$ cat src/rtl/ldpc_frame_loader_pkg.sv
// Shared definitions for the LDPC frame loader: one-hot FSM encoding and
// width helpers that size the codeword buffer, bit pointer and column pointer
// identically to the downstream syndrome validator.
package ldpc_frame_loader_pkg;

   typedef enum logic [5:0] {
      ST_IDLE  = 6'b000001,
      ST_FILL  = 6'b000010,
      ST_DRAIN = 6'b000100,
      ST_HAND  = 6'b001000,
      ST_WAIT  = 6'b010000,
      ST_RES   = 6'b100000
   } state_t;

   // Total packed codeword width (all block slots).
   function automatic int code_len(input int max_block_size, input int max_cols);
      return max_block_size * max_cols;
   endfunction

   // Width of the in-block bit index / block_size field (at least 1 bit).
   function automatic int blk_w(input int max_block_size);
      return (max_block_size > 1) ? $clog2(max_block_size) : 1;
   endfunction

   // Width of the column count field; must be able to hold max_cols itself.
   function automatic int col_w(input int max_cols);
      return $clog2(max_cols + 1);
   endfunction

endpackage

$ cat src/rtl/ldpc_bit_packer.sv
// Purpose: maps one IN_WIDTH beat onto the block-slotted codeword buffer.
// Latency: combinational. Backpressure: none; the caller decides when to commit.
// Ports: data/col/bit_pos/block_size/cols in; wr_mask/wr_data/col_next/bit_next/reached_l out.
module ldpc_bit_packer
   import ldpc_frame_loader_pkg::*;
#(
   parameter int MAX_BLOCK_SIZE = 8,
   parameter int MAX_COLS       = 8,
   parameter int IN_WIDTH       = 4,
   localparam int BW    = blk_w(MAX_BLOCK_SIZE),
   localparam int CW    = col_w(MAX_COLS),
   localparam int LEN   = code_len(MAX_BLOCK_SIZE, MAX_COLS),
   localparam int IDX_W = (LEN > 1) ? $clog2(LEN) : 1
) (
   input  logic [IN_WIDTH-1:0] data,
   input  logic [CW-1:0]       col,
   input  logic [BW-1:0]       bit_pos,
   input  logic [BW-1:0]       block_size,
   input  logic [CW-1:0]       cols,
   output logic [LEN-1:0]      wr_mask,
   output logic [LEN-1:0]      wr_data,
   output logic [CW-1:0]       col_next,
   output logic [BW-1:0]       bit_next,
   output logic                reached_l
);

   // Walk the beat LSB first. Once bit L-1 has been placed, the remaining
   // beat bits are dropped and the pointer stops advancing.
   always_comb begin
      int   c;
      int   k;
      logic done;
      logic [IDX_W-1:0] idx;
      wr_mask = '0;
      wr_data = '0;
      c       = int'(col);
      k       = int'(bit_pos);
      done    = 1'b0;
      idx     = '0;
      for (int i = 0; i < IN_WIDTH; i++) begin
         if (!done) begin
            // Range guard keeps an out-of-range pointer from aliasing into
            // another slot; legal configurations never trip it.
            if (c < MAX_COLS && k < MAX_BLOCK_SIZE) begin
               idx          = IDX_W'(c * MAX_BLOCK_SIZE + k);
               wr_mask[idx] = 1'b1;
               wr_data[idx] = data[i];
            end
            if (c == int'(cols) - 1 && k == int'(block_size) - 1) begin
               done = 1'b1;
            end else if (k >= int'(block_size) - 1) begin
               k = 0;
               c = c + 1;
            end else begin
               k = k + 1;
            end
         end
      end
      col_next  = CW'(c);
      bit_next  = BW'(k);
      reached_l = done;
   end

endmodule

$ cat src/rtl/ldpc_frame_loader.sv
// Purpose: packs a valid/ready codeword bit stream into the validator layout,
//   runs one validator transaction and reports pass/fail/error per frame.
// Latency: closing beat -> val_start 1 cycle (val_ready high); val_ready high -> res_valid 1 cycle.
// Backpressure: s_ready high only in IDLE/FILL/DRAIN; one frame in flight.
// Ports: s_valid/s_ready/s_data/s_last/block_size_in/cols_in stream in;
//   codeword_out/val_start/val_ready/val_valid validator side; res_valid/res_pass/res_error result.
// Option: define LDPC_LOADER_LEN_CHECK_EN to enforce s_last on the beat holding bit L-1.
module ldpc_frame_loader
   import ldpc_frame_loader_pkg::*;
#(
   parameter int MAX_BLOCK_SIZE = 8,
   parameter int MAX_COLS       = 8,
   parameter int IN_WIDTH       = 4,
   localparam int BW  = blk_w(MAX_BLOCK_SIZE),
   localparam int CW  = col_w(MAX_COLS),
   localparam int LEN = code_len(MAX_BLOCK_SIZE, MAX_COLS)
) (
   input  logic                clk,
   input  logic                rst_n,
   input  logic                s_valid,
   output logic                s_ready,
   input  logic [IN_WIDTH-1:0] s_data,
   input  logic                s_last,
   input  logic [BW-1:0]       block_size_in,
   input  logic [CW-1:0]       cols_in,
   output logic [LEN-1:0]      codeword_out,
   output logic                val_start,
   input  logic                val_ready,
   input  logic                val_valid,
   output logic                res_valid,
   output logic                res_pass,
   output logic                res_error
);

   state_t         state_q, state_d;
   logic [BW-1:0]  cfg_bs_q;
   logic [CW-1:0]  cfg_cols_q;
   logic [CW-1:0]  col_q;
   logic [BW-1:0]  bit_q;
   logic [LEN-1:0] cw_q;
   logic           err_q;
   logic           pass_q;
   logic           low_seen_q;

   logic           in_idle;
   logic           cfg_ok;
   logic [BW-1:0]  cur_bs;
   logic [CW-1:0]  cur_cols;
   logic [CW-1:0]  cur_col;
   logic [BW-1:0]  cur_bit;
   logic [LEN-1:0] wr_mask, wr_data;
   logic [CW-1:0]  col_next;
   logic [BW-1:0]  bit_next;
   logic           reached_l;

   logic           frame_start;
   logic           write_en;
   logic           err_set;
   logic           capture;
   state_t         close_state;
   logic           close_err;

   // In IDLE the first beat is packed with the live configuration and a
   // zero pointer, so no cycle is lost latching the configuration first.
   assign in_idle  = (state_q == ST_IDLE);
   assign cur_bs   = in_idle ? block_size_in : cfg_bs_q;
   assign cur_cols = in_idle ? cols_in       : cfg_cols_q;
   assign cur_col  = in_idle ? '0            : col_q;
   assign cur_bit  = in_idle ? '0            : bit_q;
   assign cfg_ok   = (block_size_in != '0) && (cols_in != '0) && (int'(cols_in) <= MAX_COLS);

   ldpc_bit_packer #(
      .MAX_BLOCK_SIZE (MAX_BLOCK_SIZE),
      .MAX_COLS       (MAX_COLS),
      .IN_WIDTH       (IN_WIDTH)
   ) u_packer (
      .data       (s_data),
      .col        (cur_col),
      .bit_pos    (cur_bit),
      .block_size (cur_bs),
      .cols       (cur_cols),
      .wr_mask    (wr_mask),
      .wr_data    (wr_data),
      .col_next   (col_next),
      .bit_next   (bit_next),
      .reached_l  (reached_l)
   );

   // Where an accepted data beat of a legal frame leads.
   always_comb begin
      close_state = ST_FILL;
      close_err   = 1'b0;
`ifdef LDPC_LOADER_LEN_CHECK_EN
      if (reached_l) begin
         if (s_last) begin
            close_state = ST_HAND;
         end else begin
            close_err   = 1'b1;
            close_state = ST_DRAIN;
         end
      end else if (s_last) begin
         close_err   = 1'b1;
         close_state = ST_RES;
      end
`else
      if (reached_l) begin
         close_state = ST_HAND;
      end
`endif
   end

   always_ff @(posedge clk or negedge rst_n) begin
      if (!rst_n) begin
         state_q <= ST_IDLE;
      end else begin
         state_q <= state_d;
      end
   end

   always_comb begin
      state_d     = state_q;
      s_ready     = 1'b0;
      val_start   = 1'b0;
      res_valid   = 1'b0;
      frame_start = 1'b0;
      write_en    = 1'b0;
      err_set     = 1'b0;
      capture     = 1'b0;
      unique case (state_q)
         ST_IDLE: begin
            s_ready = 1'b1;
            if (s_valid) begin
               frame_start = 1'b1;
               if (!cfg_ok) begin
                  err_set = 1'b1;
                  state_d = s_last ? ST_RES : ST_DRAIN;
               end else begin
                  write_en = 1'b1;
                  err_set  = close_err;
                  state_d  = close_state;
               end
            end
         end
         ST_FILL: begin
            s_ready = 1'b1;
            if (s_valid) begin
               write_en = 1'b1;
               err_set  = close_err;
               state_d  = close_state;
            end
         end
         ST_DRAIN: begin
            s_ready = 1'b1;
            if (s_valid && s_last) begin
               state_d = ST_RES;
            end
         end
         ST_HAND: begin
            if (val_ready) begin
               val_start = 1'b1;
               state_d   = ST_WAIT;
            end
         end
         ST_WAIT: begin
            // The validator must first drop ready (busy) before its next
            // ready edge is taken as completion.
            if (low_seen_q && val_ready) begin
               capture = 1'b1;
               state_d = ST_RES;
            end
         end
         ST_RES: begin
            res_valid = 1'b1;
            state_d   = ST_IDLE;
         end
         default: begin
            state_d = ST_IDLE;
         end
      endcase
   end

   always_ff @(posedge clk or negedge rst_n) begin
      if (!rst_n) begin
         cfg_bs_q   <= '0;
         cfg_cols_q <= '0;
         col_q      <= '0;
         bit_q      <= '0;
         cw_q       <= '0;
         err_q      <= 1'b0;
         pass_q     <= 1'b0;
         low_seen_q <= 1'b0;
      end else begin
         if (frame_start) begin
            cfg_bs_q   <= block_size_in;
            cfg_cols_q <= cols_in;
         end
         if (write_en) begin
            col_q <= col_next;
            bit_q <= bit_next;
         end
         // A new frame starts from a clean buffer so unwritten slot bits read 0.
         if (frame_start) begin
            cw_q <= write_en ? (wr_data & wr_mask) : '0;
         end else if (write_en) begin
            cw_q <= (cw_q & ~wr_mask) | (wr_data & wr_mask);
         end
         if (frame_start) begin
            err_q <= err_set;
         end else if (err_set) begin
            err_q <= 1'b1;
         end
         if (frame_start) begin
            pass_q <= 1'b0;
         end else if (capture) begin
            pass_q <= val_valid;
         end
         if (state_q == ST_HAND) begin
            low_seen_q <= 1'b0;
         end else if (state_q == ST_WAIT && !val_ready) begin
            low_seen_q <= 1'b1;
         end
      end
   end

   assign codeword_out = cw_q;
   assign res_pass     = pass_q;
   assign res_error    = err_q;

endmodule
$ cat config.mk
export PLATFORM = sky130hd
export DESIGN_NAME = ldpc_frame_loader
export DESIGN_NICKNAME = d
export VERILOG_FILES = /design/src/rtl/ldpc_frame_loader_pkg.sv /design/src/rtl/ldpc_bit_packer.sv /design/src/rtl/ldpc_frame_loader.sv
export SDC_FILE = /design/constraint.sdc
export NUM_CORES = 1
export LEC_CHECK = 0
export CAP_MARGIN = 20
export CORE_MARGIN = 2
export CORE_UTILIZATION = 24
export CTS_BUF_LIST = sky130_fd_sc_hd__clkbuf_8
export DETAILED_ROUTE_END_ITERATION = 12
export PLACE_DENSITY = 0.43
export SYNTH_ARGS = -nofsm -noshare
export SYNTH_HDL_FRONTEND = slang
export SYNTH_SLANG_ARGS = --single-unit
$ cat constraint.sdc
create_clock -name clk -period 16.69 [get_ports clk]
set_input_delay 1.669 -clock clk [delete_from_list [all_inputs] [get_ports clk]]
set_output_delay 1.669 -clock clk [all_outputs]
set_load 0.1 [all_outputs]
## Word-level counts from Yosys, hierarchy flattened

Index checks and enable logic that the tools add are counted.

- Register bits after elaboration: 87
- Bits of input ports: 17
- Output and inout port bits: 69
- Logic and storage cells: 185

- Add/subtract/negate cells: 14
- Order comparisons: 20
- Equal/unequal tests: 19
- Muxes and demuxes: 90
- Bitwise operators: 8
- Reductions and logical operators: 25

Operator list:

| kind | number |
|---|---|
| 64-bit two-way mux | 17 |
| 32-bit two-way mux | 15 |
| 64-bit bitwise OR | 4 |
| 64-bit bitwise AND | 3 |
| 64-bit bitwise mux | 3 |
| 32-bit by 5-bit less-than comparator with 1-bit output (second input constant) | 6 |
| 32-bit by 2-bit adder with 32-bit output (second input constant) | 4 |
| 32-bit by 4-bit == test with 1-bit output | 3 |
| 32-bit by 5-bit == test with 1-bit output | 3 |
| 32-bit by 4-bit greater-or-equal comparator with 1-bit output | 3 |
| 64-bit inverter | 1 |
| 6-bit two-way mux | 7 |
| 1-bit two-way mux | 30 |
| 6-bit case mux with 5 select lines | 1 |
| 6-bit by 7-bit less-than comparator with 1-bit output (second input constant) | 4 |
| 1-bit demux with 6-bit select | 4 |
| 6-bit by 1-bit greater-or-equal comparator with 1-bit output (second input constant) | 4 |
| 4-bit two-way mux | 6 |
| 6-bit adder | 3 |
| 1-bit logical AND | 16 |
| 3-bit two-way mux | 5 |
| 2-bit != test (second input constant) | 5 |
| 2-bit nonzero test | 4 |
| 6-bit by 3-bit adder with 6-bit output | 1 |
| 24 further kinds | 24 |

## Longest topological paths before layout

- Depth after elaboration: 27
- Depth in mapped cells: 44
- Mapped depth without buffers: 39

## Modules after synthesis

A second synthesis with hierarchy kept.

- Cell total of the unflattened synthesis: 1713
- Area, all modules: 12325.6 sq um

Modules (own cells, without submodules):

| module | times used | cells an instance | area each (sq um) | sequential area each (sq um) |
|---|---|---|---|---|
| ldpc_bit_packer | 1 | 1044 | 6535.0 | 0.0 |
| ldpc_frame_loader | 1 | 669 | 5790.6 | 2178.3 |

## Worst setup path after synthesis

Ideal clock, no wire load.

- Path type: reg2reg
- Start point: register state_q[3]
- End point: register col_q[3]
- Setup time: 0.069 ns
- Data arrival time: 9.292 ns
- Data required time: 16.621 ns
- Slack: 7.329 ns
- Stages on the path, launching flop included: 44
- Buffers on the path: 6
- Period minus slack after synthesis: 9.361 ns
- Cell sequence: dfrtp_1 buf_2 or4_1 buf_4 nor2_2 buf_4 clkbuf_1 mux2i_1 ha_1 buf_1 xor2_1 nor3_2 a211oi_4 a211o_1 clkbuf_1 nor2_1 a21oi_1 inv_1 [... 8 more ...] o21ai_0 a21oi_1 nor2_1 nand4bb_1 o2bb2ai_1 nand2_1 nor2_1 a21o_1 ha_1 nor2b_1 o21a_1 o21a_1 o21ai_0 nand2b_1 a2111oi_0 a311oi_2 or3_1 nand3_1

- Word-level cells in the longest chain between the ends: 18
- Elaborated cells on any way between the ends: 56
- Those cells by class: add/sub: 9; order compare: 4; eq/ne: 10; mux: 29; reduce/logical: 4

Ends and longest elaborated chain:

| element | RTL line | source |
|---|---|---|
| from (decl) | ldpc_frame_loader.sv:35 | `state_t state_q, state_d;` |
| from (signal assigned) | ldpc_frame_loader.sv:116 | `state_q <= state_d;` |
| 6-bit by 1-bit == test with 1-bit output | ldpc_frame_loader.sv:65, ldpc_frame_loader.sv:129 |  |
| 3-bit two-way mux / 4-bit two-way mux (equally long branches) | ldpc_frame_loader.sv:66, ldpc_frame_loader.sv:67 |  |
| 3-bit by 1-bit subtractor with 4-bit output / 4-bit by 1-bit subtractor with 5-bit output (equally long branches) | ldpc_bit_packer.sv:49, ldpc_bit_packer.sv:51 |  |
| 4-bit greater-or-equal comparator, or another cell as far along | ldpc_bit_packer.sv:51 | `end else if (k >= int'(block_size) - 1) begin` |
| 32-bit two-way mux, or another cell as far along | ldpc_bit_packer.sv:51 |  |
| 32-bit two-way mux | ldpc_bit_packer.sv:49 | `if (c == int'(cols) - 1 && k == int'(block_size) - 1) begin` |
| 32-bit by 2-bit adder with 32-bit output, or another cell as far along | ldpc_bit_packer.sv:55 | `k = k + 1;` |
| 32-bit two-way mux / 1-bit logical AND (equally long branches) | ldpc_bit_packer.sv:51, ldpc_bit_packer.sv:49 |  |
| [... 2 more ...] | - |  |
| 32-bit by 2-bit adder with 32-bit output, or another cell as far along | ldpc_bit_packer.sv:55 |  |
| 32-bit two-way mux / 1-bit logical AND (equally long branches) | ldpc_bit_packer.sv:51, ldpc_bit_packer.sv:49 |  |
| 32-bit two-way mux | ldpc_bit_packer.sv:49 |  |
| 32-bit two-way mux | ldpc_bit_packer.sv:41 | `if (!done) begin` |
| 32-bit by 4-bit greater-or-equal comparator with 1-bit output, or another cell as far along | ldpc_bit_packer.sv:51 |  |
| 4-bit two-way mux / 1-bit logical AND (equally long branches) | ldpc_bit_packer.sv:51, ldpc_bit_packer.sv:49 |  |
| 4-bit two-way mux | ldpc_bit_packer.sv:49 |  |
| 4-bit two-way mux | ldpc_bit_packer.sv:41 |  |
| to (signal assigned) | ldpc_frame_loader.sv:198 | `col_q <= col_next;` |
| to (decl) | ldpc_frame_loader.sv:38 | `logic [CW-1:0] col_q;` |

Several ways; a longest one is shown, not always the timed one.
A chain may end at the register's enable or synchronous reset.

## Worst setup path after layout

- Start point: register state_q[4]
- End point: register cw_q[7], in the netlist codeword_out[7]

- Word-level cells in the longest chain between the ends: 27
- Elaborated cells on any way between the ends: 112
- Those cells by class: add/sub: 12; order compare: 18; eq/ne: 8; mux: 55; bitwise: 8; reduce/logical: 11

Ends and longest elaborated chain:

| element | RTL line | source |
|---|---|---|
| 6-bit by 1-bit == test with 1-bit output | ldpc_frame_loader.sv:65, ldpc_frame_loader.sv:129 |  |
| 3-bit two-way mux / 4-bit two-way mux (equally long branches) | ldpc_frame_loader.sv:66, ldpc_frame_loader.sv:67 |  |
| 3-bit by 1-bit subtractor with 4-bit output / 4-bit by 1-bit subtractor with 5-bit output (equally long branches) | ldpc_bit_packer.sv:49, ldpc_bit_packer.sv:51 |  |
| 4-bit greater-or-equal comparator, or another cell as far along | ldpc_bit_packer.sv:51 |  |
| 32-bit two-way mux, or another cell as far along | ldpc_bit_packer.sv:51 |  |
| 32-bit two-way mux | ldpc_bit_packer.sv:49 |  |
| 32-bit by 2-bit adder with 32-bit output, or another cell as far along | ldpc_bit_packer.sv:55 |  |
| 32-bit two-way mux / 1-bit logical AND (equally long branches) | ldpc_bit_packer.sv:51, ldpc_bit_packer.sv:49 |  |
| [... 11 more ...] | - |  |
| 64-bit bitwise OR (no source line) | - |  |
| 64-bit two-way mux | ldpc_bit_packer.sv:44 | `if (c < MAX_COLS && k < MAX_BLOCK_SIZE) begin` |
| 64-bit two-way mux | ldpc_bit_packer.sv:41 |  |
| 64-bit inverter | ldpc_frame_loader.sv:205 | `cw_q <= (cw_q & ~wr_mask) \| (wr_data & wr_mask);` |
| 64-bit bitwise AND | ldpc_frame_loader.sv:205 |  |
| 64-bit bitwise OR | ldpc_frame_loader.sv:205 |  |
| 64-bit two-way mux | ldpc_frame_loader.sv:204 | `end else if (write_en) begin` |
| 64-bit two-way mux | ldpc_frame_loader.sv:202 | `if (frame_start) begin` |
| to (signal assigned) | ldpc_frame_loader.sv:203 | `cw_q <= write_en ? (wr_data & wr_mask) : '0;` |
| to (signal assigned) | ldpc_frame_loader.sv:205 |  |
| to (decl) | ldpc_frame_loader.sv:40 | `logic [LEN-1:0] cw_q;` |

Several ways; a longest one is shown, not always the timed one. The select of a mux whose other input is x is not followed.

==> impl_summary.md <==
Critical path
Across all register-to-register paths, the minimum setup slack is 5.61 ns. The longest individual stage delay on the worst path is 0.84 ns. Following the worst setup path forward leads to its endpoint at codeword_out[7]. At the worst endpoint, the arrival time is 11.42 ns.

The worst setup path is of the flop to flop kind. The worst setup path is captured at a flop. The cell with the biggest individual delay on the critical path is sky130_fd_sc_hd__nor2_2.

Counting cells, the worst reg-to-reg path comes to 32. The most numerous cell type found on the critical path is sky130_fd_sc_hd__ha_1. STA classifies the critical path startpoint as a flop. The worst register-to-register path begins at state_q[4].

The startpoint of the worst setup timing path is state_q[4]. The data required time at the worst endpoint is 17.03 ns. The endpoint identified for the worst register-to-register timing path is codeword_out[7]. In this run the worst path has a maximum fanout of 20.

Synthesis
After Yosys synthesis, XOR and XNOR cells account for 3.89% of the synthesized area. Averaged over all synthesized cells, the footprint is 7.28 sq um. In the synthesized netlist the dominant register cell turns out to be sky130_fd_sc_hd__dfrtp_1.

The portion of synthesized area spent on multiplexers is 3.59%. After technology mapping, the gate count stands at 1,424. The count of flip-flops with a built-in enable after synthesis is 0. Of the synthesized area, sequential elements account for 21.0%. The mapped netlist covers 10,400 sq um. Summing the areas of all compound-gate instances in the mapped netlist gives 32.7% of the synthesized area. The number of synthesized register bits is 87. For this run, the number of Yosys warnings is 0. After synthesis, the largest family of logic cells by area is compound AO/OA/AOI/OAI gates. The distinct cell type count after synthesis is 103.

The synthesized-area fraction occupied by adder cells is 3.53%. Summing the areas of all and, or, nand and nor instances in the mapped netlist gives 29.4% of the synthesized area. Counting flops with an async set or reset pin after synthesis yields a share of 100%.

Finish
Leaving out fill and tap cells, the most frequent cells in the layout are sky130_fd_sc_hd__nand2_1, sky130_fd_sc_hd__nand3_1, sky130_fd_sc_hd__dfrtp_1. Cells with a size suffix above 1 make up 8.18% of the layout. The most common cell after layout, fill and taps aside is sky130_fd_sc_hd__nand2_1. After filler insertion, the fill cell instance count of the layout stands at 4,684.

The final layout contains 1,482 nets. From synthesis to final layout, the design area changed by 16.3%.

Timing
After routing, the total negative slack on setup checks comes to 0 ns. After layout, the worst path uses 66.4% of the clock period. The number of pins exceeding their max-slew limit in the final report is 0. The hold violation total from the final report was 0. Clock skew on the completed layout was measured at 0.0263 ns. The relative slew slack is 22.3%. The total setup violations reported at the end of the flow is 0. At the pin with the least slew margin, the transition time is 1.16 ns.

Setup repair after global routing left no endpoint under its margin. The smallest clock period supported by the final layout is computed as 11.08 ns. The timing-limited maximum frequency is 90.2 MHz. Setup slack on the critical path of the routed design comes to 5.61 ns.

Place
The count of buffers from port buffering is 85. Detailed placement finished with a half-perimeter wire length of 34,700 um. The minimum setup slack after placement is 5.67 ns.

The global placement routability congestion is 0.889.

Detailed routing
The count of vias placed by the detailed router is 12,000. For this run, design rule violations remaining after detail routing come to 0. The remaining antenna violation count is 0. Dividing the detail-routed wire length by the instance count gives 25.0 um. The detailed-route vias per instance is 5.92. After detailed routing, the total wire length is 50,600 um.

The first-pass detailed-route iteration total is 5. The first routing iteration left 1,393 violations.

Global routing
Entering global routing, the biggest net connects 74 pins. The via count of the first global-routing pass came to 11,400. The global-route wire length before repair is 75,400 um.

The number of antenna violations at the first check in global routing came to 0. The total global routing track utilization is 22.5%. The remaining global-route overflow is 0.

Clock network
The clock buffer count from CTS is 9. The number of post-CTS setup repair buffers is 0. The number of sinks driven by the clock tree is 87.

The maximum buffer depth of the clock tree is 2. The later pin in the worst-skew pair is clocked with a latency of 0.43 ns. The H-tree depth is 3. Gates resized during post-CTS repair numbered 0. The tree is rooted in a sky130_fd_sc_hd__clkbuf_8.

In this run, post-CTS hold repair placed 0 buffers. The clock slew seen by the registers of the worst setup and hold paths is 0.11 ns. TritonCTS built the clock tree.

Floorplanning
The starting density of the core is 24.2%. 86 I/O pins were placed. The width of the die is 212 um. The height of the chip is 212 um. The initialized floorplan defines 76 standard-cell rows. The core box area is 42,900 sq um. The die covers 44,900 sq um.

Job
The count of maximum capacitance violations is 0.

Run status
The run finished with clean final reports.

Worst hold path
The type of the most critical hold path is flop to flop.
per-layer routing:
metal / vias up / GRT usage, % / wire length [um]
li1: 5480 / - / -
met1: 5891 / 31.0 / 22800
met2: 559 / 35.8 / 23200
met3: 73 / 2.91 / 3320
met4: 0 / 7.84 / 1250
met5: - / 0 / 0
stage by stage:
step | cells | utilization (%) | hold slack (ns) | area, sq um
6_report | 2028 | 28.1 | 0.497 | 12000
3_5_place_dp | 2007 | 27.4 | 0.481 | 11800
2_1_floorplan | 1425 | - | 0.459 | 10400
5_1_grt | 2027 | 28.1 | 0.541 | 12000
4_1_cts | 2023 | 28.0 | 0.502 | 12000
3_3_place_gp | 2003 | 27.3 | 0.480 | 11700
cells in the mapped netlist, types with 5 or more instances:
cell	number	area, sq um
sky130_fd_sc_hd__o311ai_0	47	412
sky130_fd_sc_hd__a31oi_1	18	113
sky130_fd_sc_hd__o21ai_0	82	410
sky130_fd_sc_hd__a211o_1	8	70.1
sky130_fd_sc_hd__nand2b_1	27	169
sky130_fd_sc_hd__ha_1	26	325
sky130_fd_sc_hd__o21ai_1	6	30.0
sky130_fd_sc_hd__and2_1	8	50.1
sky130_fd_sc_hd__or2_2	6	37.5
sky130_fd_sc_hd__o311ai_1	7	61.3
sky130_fd_sc_hd__buf_1	5	18.8
sky130_fd_sc_hd__xor2_1	12	105
sky130_fd_sc_hd__a22o_1	7	61.3
sky130_fd_sc_hd__nand2_1	228	856
sky130_fd_sc_hd__o21a_1	7	52.6
sky130_fd_sc_hd__or4_1	12	90.1
sky130_fd_sc_hd__nand4_1	20	125
sky130_fd_sc_hd__and3_1	7	43.8
sky130_fd_sc_hd__a22oi_1	5	37.5
sky130_fd_sc_hd__clkbuf_1	105	394
sky130_fd_sc_hd__nor4_1	14	87.6
sky130_fd_sc_hd__o31ai_1	26	195
sky130_fd_sc_hd__or3_1	16	100
sky130_fd_sc_hd__a211oi_1	9	67.6
sky130_fd_sc_hd__xnor2_1	18	158
sky130_fd_sc_hd__dfrtp_1	86	2150
sky130_fd_sc_hd__o31a_1	7	61.3
sky130_fd_sc_hd__mux2i_1	27	270
sky130_fd_sc_hd__a21oi_1	71	355
sky130_fd_sc_hd__o221ai_1	58	508
sky130_fd_sc_hd__nand3_1	130	651
sky130_fd_sc_hd__nor2b_1	11	68.8
sky130_fd_sc_hd__o211ai_1	44	330
sky130_fd_sc_hd__a21o_1	5	37.5
sky130_fd_sc_hd__o22ai_1	7	43.8
sky130_fd_sc_hd__mux2_2	9	101
sky130_fd_sc_hd__nor2_1	73	274
sky130_fd_sc_hd__buf_2	10	50.1
sky130_fd_sc_hd__inv_1	28	105
sky130_fd_sc_hd__nor3b_1	6	45.0
sky130_fd_sc_hd__nor3_1	25	125
registers in the layout, indices dropped and copies added, names as in the netlist:
register / count
bit_q: 3
cfg_bs_q: 3
cfg_cols_q: 4
codeword_out: 64
col_q: 4
low_seen_q: 1
res_error: 1
res_pass: 1
state_q: 6
cell type report:
class | count | area, sq um | area share [%]
flip-flops and latches | 87 | 2180 | 18.1
inverters | 28 | 105 | 0.872
diodes | 1 | 2.50 | 0.0208
clock buffers | 10 | 138 | 1.14
clock inverters | 6 | 109 | 0.904
well taps | 585 | 732 | 6.08
repair buffers | 125 | 1150 | 9.54
multi-input cells | 1186 | 7630 | 63.4
cells by family after synthesis:
| logic type | Yosys count |
|---|---|
| AO/OA/AOI/OAI | 467 |
| buffers and inverters | 152 |
| other | 1 |
| AND/OR/NAND/NOR | 617 |
| flip-flops | 87 |
| adder cells (fa/ha/maj) | 28 |
| XOR/XNOR | 36 |
| multiplexers | 36 |
worst max-delay path, delay by kind of cell (launching register included):
| kind | cells | cell delay (ns) |
|---|---|---|
| adder cells (fa/ha/maj) | 5 | 1.97 |
| AND/OR/NAND/NOR | 13 | 4.52 |
| flip-flops | 1 | 0.49 |
| XOR/XNOR | 1 | 0.27 |
| buffers and inverters | 3 | 0.33 |
| AO/OA/AOI/OAI | 10 | 3.40 |
how the worst min path moves through the flow:
stage / from / end / cells past startpoint
finish: low_seen_q / low_seen_q / 2
global route: res_error / res_error / 1
CTS: low_seen_q / low_seen_q / 2
detailed placement: low_seen_q / low_seen_q / 2
global placement: low_seen_q / low_seen_q / 2
floorplan: low_seen_q / low_seen_q / 2
Power is not shown: default switching activity piles up to over one toggle a cycle in this logic, so the estimate is an artifact.
